## src/rtl/ro_puf_sequencer_if.sv

```systemverilog
// ro_puf_sequencer_if: control, challenge, oscillator and response signals of the RO-PUF sequencer.
// Revision 1.0
`default_nettype none

interface ro_puf_sequencer_if;
  logic       en;
  logic       start;
  logic [7:0] chall_in;
  logic       osc_a;
  logic       osc_b;
  logic [7:0] chall_q;
  logic       scr_load;
  logic       scr_step;
  logic       ro_en;
  logic       busy;
  logic       ready;
  logic [7:0] response;

  modport master (
    output en, start, chall_in, osc_a, osc_b,
    input  chall_q, scr_load, scr_step, ro_en, busy, ready, response
  );

  modport slave (
    input  en, start, chall_in, osc_a, osc_b,
    output chall_q, scr_load, scr_step, ro_en, busy, ready, response
  );
endinterface

`default_nettype wire

```

## src/rtl/ro_puf_sequencer.sv

```systemverilog
// ro_puf_sequencer: races two ring-oscillator groups per bit to build an 8-bit response.
// Revision 1.0
`default_nettype none

module ro_puf_sequencer #(
  parameter int SETTLE = 4,
  parameter int WINDOW = 256,
  parameter int CNT_W  = 16
) (
  input  logic              clk,
  input  logic              rst,
  ro_puf_sequencer_if.slave bus
);

  typedef enum logic [2:0] {
    S_IDLE    = 3'd0,
    S_LOAD    = 3'd1,
    S_SETTLE  = 3'd2,
    S_MEASURE = 3'd3,
    S_COMPARE = 3'd4,
    S_DONE    = 3'd5
  } state_t;

  localparam logic [15:0]      SETTLE_LAST = 16'(SETTLE - 1);
  localparam logic [15:0]      WINDOW_LAST = 16'(WINDOW - 1);
  localparam logic [CNT_W-1:0] CNT_MAX     = '1;

  state_t           state;
  state_t           state_nx;
  logic [15:0]      timer;
  logic [2:0]       bit_idx;
  logic [7:0]       shreg;
  logic [7:0]       shreg_nx;
  logic [7:0]       chall_q;
  logic [7:0]       response;
  logic [CNT_W-1:0] cnt_a;
  logic [CNT_W-1:0] cnt_b;
  logic [2:0]       sync_a;
  logic [2:0]       sync_b;
  logic             accept;
  logic             ro_en;
  logic             scr_load;
  logic             scr_step;
  logic             rise_a;
  logic             rise_b;

  // [1] is the synchronized sample, [2] the previous one for edge detection
  assign rise_a = sync_a[1] & ~sync_a[2];
  assign rise_b = sync_b[1] & ~sync_b[2];

  always_ff @(posedge clk or posedge rst) begin
    if (rst) state <= S_IDLE;
    else     state <= state_nx;
  end

  // Strobes and ro_en are gated by en so an abort cycle is quiet
  always_comb begin
    state_nx = state;
    accept   = 1'b0;
    ro_en    = 1'b0;
    scr_load = 1'b0;
    scr_step = 1'b0;
    case (state)
      S_IDLE, S_DONE: begin
        if (bus.start && bus.en) begin
          state_nx = S_LOAD;
          accept   = 1'b1;
        end else if (!bus.en) begin
          state_nx = S_IDLE;
        end
      end
      S_LOAD: begin
        if (!bus.en) state_nx = S_IDLE;
        else begin
          scr_load = 1'b1;
          state_nx = S_SETTLE;
        end
      end
      S_SETTLE: begin
        if (!bus.en) state_nx = S_IDLE;
        else begin
          ro_en = 1'b1;
          if (timer == SETTLE_LAST) state_nx = S_MEASURE;
        end
      end
      S_MEASURE: begin
        if (!bus.en) state_nx = S_IDLE;
        else begin
          ro_en = 1'b1;
          if (timer == WINDOW_LAST) state_nx = S_COMPARE;
        end
      end
      S_COMPARE: begin
        if (!bus.en) state_nx = S_IDLE;
        else begin
          scr_step = 1'b1;
          state_nx = (bit_idx == 3'd7) ? S_DONE : S_SETTLE;
        end
      end
      default: state_nx = S_IDLE;
    endcase
  end

  always_comb begin
    shreg_nx          = shreg;
    shreg_nx[bit_idx] = (cnt_a > cnt_b);
  end

  always_ff @(posedge clk or posedge rst) begin
    if (rst) begin
      timer    <= '0;
      bit_idx  <= '0;
      shreg    <= '0;
      chall_q  <= '0;
      response <= '0;
      cnt_a    <= '0;
      cnt_b    <= '0;
      sync_a   <= '0;
      sync_b   <= '0;
    end else begin
      sync_a <= {sync_a[1:0], bus.osc_a};
      sync_b <= {sync_b[1:0], bus.osc_b};

      if ((state_nx != state) || !((state == S_SETTLE) || (state == S_MEASURE)))
        timer <= '0;
      else
        timer <= timer + 16'd1;

      // Counts survive into COMPARE and are cleared everywhere else
      if (state == S_MEASURE) begin
        if (rise_a && (cnt_a != CNT_MAX)) cnt_a <= cnt_a + 1'b1;
        if (rise_b && (cnt_b != CNT_MAX)) cnt_b <= cnt_b + 1'b1;
      end else if (state != S_COMPARE) begin
        cnt_a <= '0;
        cnt_b <= '0;
      end

      if (accept) begin
        chall_q <= bus.chall_in;
        bit_idx <= '0;
        shreg   <= '0;
      end else if ((state == S_COMPARE) && bus.en) begin
        shreg <= shreg_nx;
        if (bit_idx == 3'd7) response <= shreg_nx;
        else                 bit_idx  <= bit_idx + 3'd1;
      end
    end
  end

  assign bus.chall_q  = chall_q;
  assign bus.scr_load = scr_load;
  assign bus.scr_step = scr_step;
  assign bus.ro_en    = ro_en;
  assign bus.busy     = (state == S_LOAD) || (state == S_SETTLE) ||
                        (state == S_MEASURE) || (state == S_COMPARE);
  assign bus.ready    = (state == S_DONE);
  assign bus.response = response;

endmodule

`default_nettype wire

```

## src/flat_wrapper.sv

```systemverilog
// flat-port wrapper written by rule: the top's interface ports become plain ports
module ro_puf_sequencer_flat 
#(
  parameter int SETTLE = 4,
  parameter int WINDOW = 256,
  parameter int CNT_W  = 16
)
  (clk, rst, bus_en, bus_start, bus_chall_in, bus_osc_a, bus_osc_b, bus_chall_q, bus_scr_load, bus_scr_step, bus_ro_en, bus_busy, bus_ready, bus_response);
  ro_puf_sequencer_if bus_i ();
  input  logic clk;
  input  logic rst;
  input wire logic [$bits(bus_i.en)-1:0] bus_en;
  input wire logic [$bits(bus_i.start)-1:0] bus_start;
  input wire logic [$bits(bus_i.chall_in)-1:0] bus_chall_in;
  input wire logic [$bits(bus_i.osc_a)-1:0] bus_osc_a;
  input wire logic [$bits(bus_i.osc_b)-1:0] bus_osc_b;
  output wire logic [$bits(bus_i.chall_q)-1:0] bus_chall_q;
  output wire logic [$bits(bus_i.scr_load)-1:0] bus_scr_load;
  output wire logic [$bits(bus_i.scr_step)-1:0] bus_scr_step;
  output wire logic [$bits(bus_i.ro_en)-1:0] bus_ro_en;
  output wire logic [$bits(bus_i.busy)-1:0] bus_busy;
  output wire logic [$bits(bus_i.ready)-1:0] bus_ready;
  output wire logic [$bits(bus_i.response)-1:0] bus_response;
  assign bus_i.en = bus_en;
  assign bus_i.start = bus_start;
  assign bus_i.chall_in = bus_chall_in;
  assign bus_i.osc_a = bus_osc_a;
  assign bus_i.osc_b = bus_osc_b;
  assign bus_chall_q = bus_i.chall_q;
  assign bus_scr_load = bus_i.scr_load;
  assign bus_scr_step = bus_i.scr_step;
  assign bus_ro_en = bus_i.ro_en;
  assign bus_busy = bus_i.busy;
  assign bus_ready = bus_i.ready;
  assign bus_response = bus_i.response;
  ro_puf_sequencer #(.SETTLE(SETTLE), .WINDOW(WINDOW), .CNT_W(CNT_W)) u_core (.clk(clk), .rst(rst), .bus(bus_i));
endmodule
```

## config.mk

```make
export PLATFORM = sky130hd
export DESIGN_NAME = ro_puf_sequencer_flat
export DESIGN_NICKNAME = d
export VERILOG_FILES = /design/src/rtl/ro_puf_sequencer_if.sv /design/src/rtl/ro_puf_sequencer.sv /design/src/flat_wrapper.sv
export SDC_FILE = /design/constraint.sdc
export NUM_CORES = 1
export LEC_CHECK = 0
export BUFFER_PORTS_ARGS = -buffer_cell sky130_fd_sc_hd__buf_2
export CORE_MARGIN = 1.5
export CORE_UTILIZATION = 30
export DETAILED_ROUTE_END_ITERATION = 12
export GPL_ROUTABILITY_DRIVEN = 0
export PLACE_DENSITY = 0.43
export SLEW_MARGIN = 15
export SYNTH_ARGS = -nofsm -noshare
export SYNTH_HDL_FRONTEND = slang
export SYNTH_SLANG_ARGS = --single-unit
export TNS_END_PERCENT = 20
```

## constraint.sdc

```tcl
create_clock -name clk -period 5.9 [get_ports clk]
set_input_delay 0.885 -clock clk [delete_from_list [all_inputs] [get_ports clk]]
set_output_delay 0.885 -clock clk [all_outputs]
set_load 0.01 [all_outputs]
```

### After elaboration in Yosys (flattened, before gate mapping)

Cells that the tools add are included.

* add/sub/neg operators: 4
* multiply operators: 0
* divide/modulo/power cells: 0
* magnitude comparators: 3
* equal/unequal tests: 15
* shift-type cells: 0
* multiplexer cells: 30
* bitwise logic cells: 5
* reduce and logical (&&, ||, !) cells: 20

Operator list (count)
* $mux 16: 6
* $add 16x1->16 const B: 3
* $mux 3: 11
* $ne 16x16->1 const B: 2
* $eq 16x2->1 const B: 1
* $eq 16x8->1 const B: 1
* $gt 16x16->1: 1
* $mux 8: 2
* $pmux 3 s5: 1
* $eq 3x3->1 const B: 3
* $bwmux 8: 1
* $mux 1: 7
* $eq 3x2->1 const B: 2
* $reduce_and 2->1: 3
* $logic_and 1x1->1: 5
* $logic_or 1x1->1: 5
* $lt 3x4->1 const B: 1
* $ne 2x2->1 const B: 2
* $reduce_bool 2->1: 2
* $reduce_or 2->1: 2
* $add 3x1->3 const B: 1
* $demux 1 s3: 1
* $eq 3x1->1 const B: 1
* $ge 3x1->1 const B: 1
* 9 further kinds: 12

* bits in registers: 84
* bits in latches: 0
* memory bits (writable): 0
* memory bits (read-only): 0
* input port bits: 14
* output and inout bits: 21
* word-level logic and storage cells: 87
* memories kept: 0

### Logic depth before layout (Yosys ltp)

* depth after elaboration: 7
* gate-level depth with buffers: 8
* gate-level depth less buffers: 7

### Least setup slack after synthesis

No wires, ideal clock.

* kind: register -> register
* start point: reg u_core.cnt_b[5]
* end point: reg u_core.response[7], in the netlist u_core.bus.response[7]
* library setup time: 0.161 ns
* arrival time: 1.987 ns
* required time: 5.739 ns
* setup slack: 3.752 ns
* stages on the path, launching flop included: 8
* buffers on the path: 0
* clock period less this slack: 2.148 ns
* cell sequence: dfrtp_1 -> inv_1 -> ha_1 -> a21oi_1 -> o21ai_0 -> a21o_1 -> o311ai_0 -> o21ai_0

* word-level cells in the longest chain between the ends: 2

Ends and longest elaborated chain
* start: declaration: line ro_puf_sequencer.sv:37 `logic [CNT_W-1:0] cnt_b;`
* start signal: assignment: line ro_puf_sequencer.sv:132 `if (rise_b && (cnt_b != CNT_MAX)) cnt_b <= cnt_b + 1'b1;`
* $gt 16x16->1: line ro_puf_sequencer.sv:106 `shreg_nx[bit_idx] = (cnt_a > cnt_b);`
* $bwmux 8: line ro_puf_sequencer.sv:106
* end signal: assignment: line ro_puf_sequencer.sv:144 `if (bit_idx == 3'd7) response <= shreg_nx;`
* end: declaration: line ro_puf_sequencer.sv:35 `logic [7:0] response;`

Every way passes these cells.
A chain may end at the register's enable or synchronous reset.

### Worst setup path in the final report

* start point: in bus_en
* end point: out bus_scr_step

* word-level cells in the longest chain between the ends: 2

Ends and longest elaborated chain
* start: declaration: line flat_wrapper.sv:12 `input wire logic [$bits(bus_i.en)-1:0] bus_en;`
* $mux 1: line ro_puf_sequencer.sv:94 `if (!bus.en) state_nx = S_IDLE;`
* $mux 1: line ro_puf_sequencer.sv:63 `case (state)`
* end: declaration: line flat_wrapper.sv:19 `output wire logic [$bits(bus_i.scr_step)-1:0] bus_scr_step;`

Every way passes these cells.

==> summary.txt <==
Global route
  • Total gr overflow: 0
  • Largest net degree at the start of global routing: 64
  • Total Routing Usage GR: 13.9%
  • Initial antenna violation count: 0
  • Number of global-route vias before repair: 3568
  • First-pass GRT wire length: 18100 um

Drt
  • DRT iter0 DRCs: 189
  • Post-DRT Antenna Nets: 0
  • Routed WL per cell: 14.9 um
  • Via/cell ratio: 5.10
  • Pre-antenna DRT Iters: 4
  • Drt total wl: 10500 um
  • Detailed-route DRC error count: 0
  • Vias post-DR: 3595

Synth
  • Post-Synth XOR/XNOR Area: 4.31%
  • Synth Area in Simple Gates: 22.3%
  • Post-synth ARST share: 100%
  • Ys Warns: 0
  • Main combinational cell family by area after synthesis: simple AND/OR/NAND/NOR gates
  • Register bit total from synthesis: 84
  • Synth area leaders: dfrtp_1, ha_1, nor2_1
  • Yosys top cell by area: dfrtp_1
  • Synthesized area per cell: 9.67 um^2
  • Compound-Gate Fraction of Synth Area: 14.7%
  • Cell area after synthesis: 4670 um^2
  • Syn_nets: 518
  • Post-synth top flop: dfrtp_1
  • Cells after synthesis: 483
  • Synth cell types: 62
  • EDFF count, synth: 0
  • Post-Synth Adder-Cell Area: 5.63%
  • Sequential element share of the synthesized area: 45.0%
  • Synth top area share: 45.0%
  • Post-synthesis mux area share: 3.91%

Floorplanning
  • I/O Pins: 35
  • Die X: 128 um
  • Initial Util: 30.7%
  • Total die area: 16300 um^2
  • Core Region: 15200 um^2
  • Num rows: 45
  • Die height: 128 um

Timing
  • Tightest Pin Transition: 1.00 ns
  • Worst Hold Slack: 0.359 ns
  • # setup viols final: 0
  • Sum Neg Setup Slack: 0 ns
  • Unrepaired setup endpoints after global routing: false
  • Worst slew margin: 32.5%
  • Fin crit period: 2.95 ns
  • Clk_skew: 0.00820 ns
  • Max-slew violations: 0
  • Final period util: 50.1%
  • Final Hold Viols: 0
  • F_max: 339 MHz

Pwr
  • Combinational power share: 6.7%
  • Psw: 0.000302 W
  • Pleak: 2.37 nW
  • Sw Share: 23.7%
  • Pint: 0.000971 W
  • Clock share of power: 45.6%
  • Peak supply drop: 130 uV
  • Pwr Density: 240 nW/um^2
  • Power share of the sequential group: 47.7%

Clocking
  • Post-CTS Resized: 0
  • Setup Buffers After CTS: 0
  • Clk sink count: 84
  • Hold_buf cts: 0
  • Clock buffer depth: 2
  • Clk root buf: clkbuf_16
  • CTS H-tree depth: 3
  • Num CTS Buffers: 9
  • Worst-Skew Late Latency: 0.34 ns
  • CTS tree: done
  • Worst-path clk slew: 0.07 ns

Final layout
  • FF/Latch Area: 2100 um^2
  • Footprint of the multi-input gates: 2370 um^2
  • Most frequent cells in the layout: dfrtp_1, nor2_1, nand2_1, buf_2, o21ai_0
  • FILL cells: 1588
  • Share of cells above drive strength 1: 14.3%
  • NumNets Final: 547
  • Layout area overhead: 13.5%
  • Inserted Diodes: 0
  • Commonest non-fill, non-tap cell in the layout: dfrtp_1

Setup path
  • Critical path required time: 5.02 ns
  • CP startpoint kind: input pin
  • Crit. End Element: primary output
  • Crit-path max FO: 19
  • WP data arrival: 2.07 ns
  • CP Class: in2out

Hold path
  • HP Class: reg2reg

Job
  • Max_cap viols: 0

Run status
  • Outcome: completed

Placement
  • Hpwl dp: 7580 um
  • Port Buf Inserts: 34
[sequential cells by signal (all words and copies together), names as in the netlist]
name / flops
u_core.cnt_a: 16
u_core.cnt_b: 16
u_core.timer: 16
u_core.bus.chall_q: 8
u_core.bus.response: 8
u_core.shreg: 8
u_core.bit_idx: 3
u_core.state: 3
u_core.sync_a: 3
u_core.sync_b: 3
[per-layer routing]
metal / up-vias / track usage (%) / routed length, um
li1: 1809 / - / -
met1: 1719 / 19.1 / 5210
met2: 57 / 21.6 / 4740
met3: 10 / 3.63 / 448
met4: 0 / 3.90 / 110
met5: - / 0 / 0
[per-stage QoR]
| stage | power, W | setup WS [ns] | cells | instance area [um^2] | util (%) |
|---|---|---|---|---|---|
| 2_1_floorplan | 0.000670 | 2.85 | 483 | 4670 | - |
| 3_3_place_gp | 0.000705 | 2.73 | 689 | 5000 | 32.9 |
| 3_5_place_dp | 0.000706 | 2.54 | 689 | 5000 | 32.9 |
| 4_1_cts | 0.00130 | 2.90 | 705 | 5300 | 34.9 |
| 5_1_grt | 0.00133 | 2.77 | 705 | 5300 | 34.9 |
| 6_report | 0.00127 | 2.95 | 705 | 5300 | 34.9 |
[cell type report]
cell class                      count  area share, %
Clock buffer                       11           4.58
Multi-Input combinational cell    355           44.8
Tap cell                          188           4.44
Timing Repair Buffer               36           3.49
Clock inverter                      5           1.16
Sequential cell                    84           39.7
Inverter                           26           1.86
[cell families after synthesis]
| logic type | count (synthesis) |
|---|---|
| AO/OA/AOI/OAI | 102 |
| XOR/XNOR | 23 |
| adder cells (fa/ha/maj) | 21 |
| buffers and inverters | 44 |
| flip-flops | 84 |
| multiplexers | 17 |
| AND/OR/NAND/NOR | 192 |
[final timing paths]
check                                            from                                 end  slack (ns)  cells past startpoint
min in group asynchronous                         rst          u_core.timer[10]$_DFF_PP0_        0.52                      2
max in group asynchronous                         rst  u_core.bus.response[0]$_DFFE_PP0P_        4.23                      3
min                        u_core.sync_a[0]$_DFF_PP0_          u_core.sync_a[1]$_DFF_PP0_        0.36                      0
max reg2reg                 u_core.state[0]$_DFF_PP0_  u_core.bus.response[3]$_DFFE_PP0P_        3.20                      4
max                                            bus_en                        bus_scr_step        2.95                      4
min reg2reg                u_core.sync_a[0]$_DFF_PP0_          u_core.sync_a[1]$_DFF_PP0_        0.36                      0
[worst max-delay path, stage by stage]
cell       delay [ns]
buf_2            0.13
nand4bb_1        0.60
inv_1            0.27
buf_2            0.18
[power groups by stage]
stage               registers, W   logic, W  clock network, W
floorplan               0.000621  0.0000496                 0
global placement        0.000618  0.0000873                 0
detailed placement      0.000618  0.0000885                 0
CTS                     0.000608  0.0000881          0.000603
global route            0.000610  0.0000952          0.000628
finish                  0.000607  0.0000849          0.000581
[synth_stat cells (6+ instances only)]
cell / count
nand2_1: 34
nor3b_1: 6
clkbuf_1: 9
nor3_1: 9
a21oi_1: 22
and4_1: 6
nor2b_1: 9
and3_1: 18
o21ai_0: 31
mux2i_1: 7
ha_1: 21
mux2_2: 9
xnor2_1: 20
dfrtp_1: 84
and2_1: 8
nor2_1: 48
nand4_1: 12
inv_1: 26
o41ai_1: 8
nand3_1: 16
Note: power is estimated with default switching activity, not from simulation.
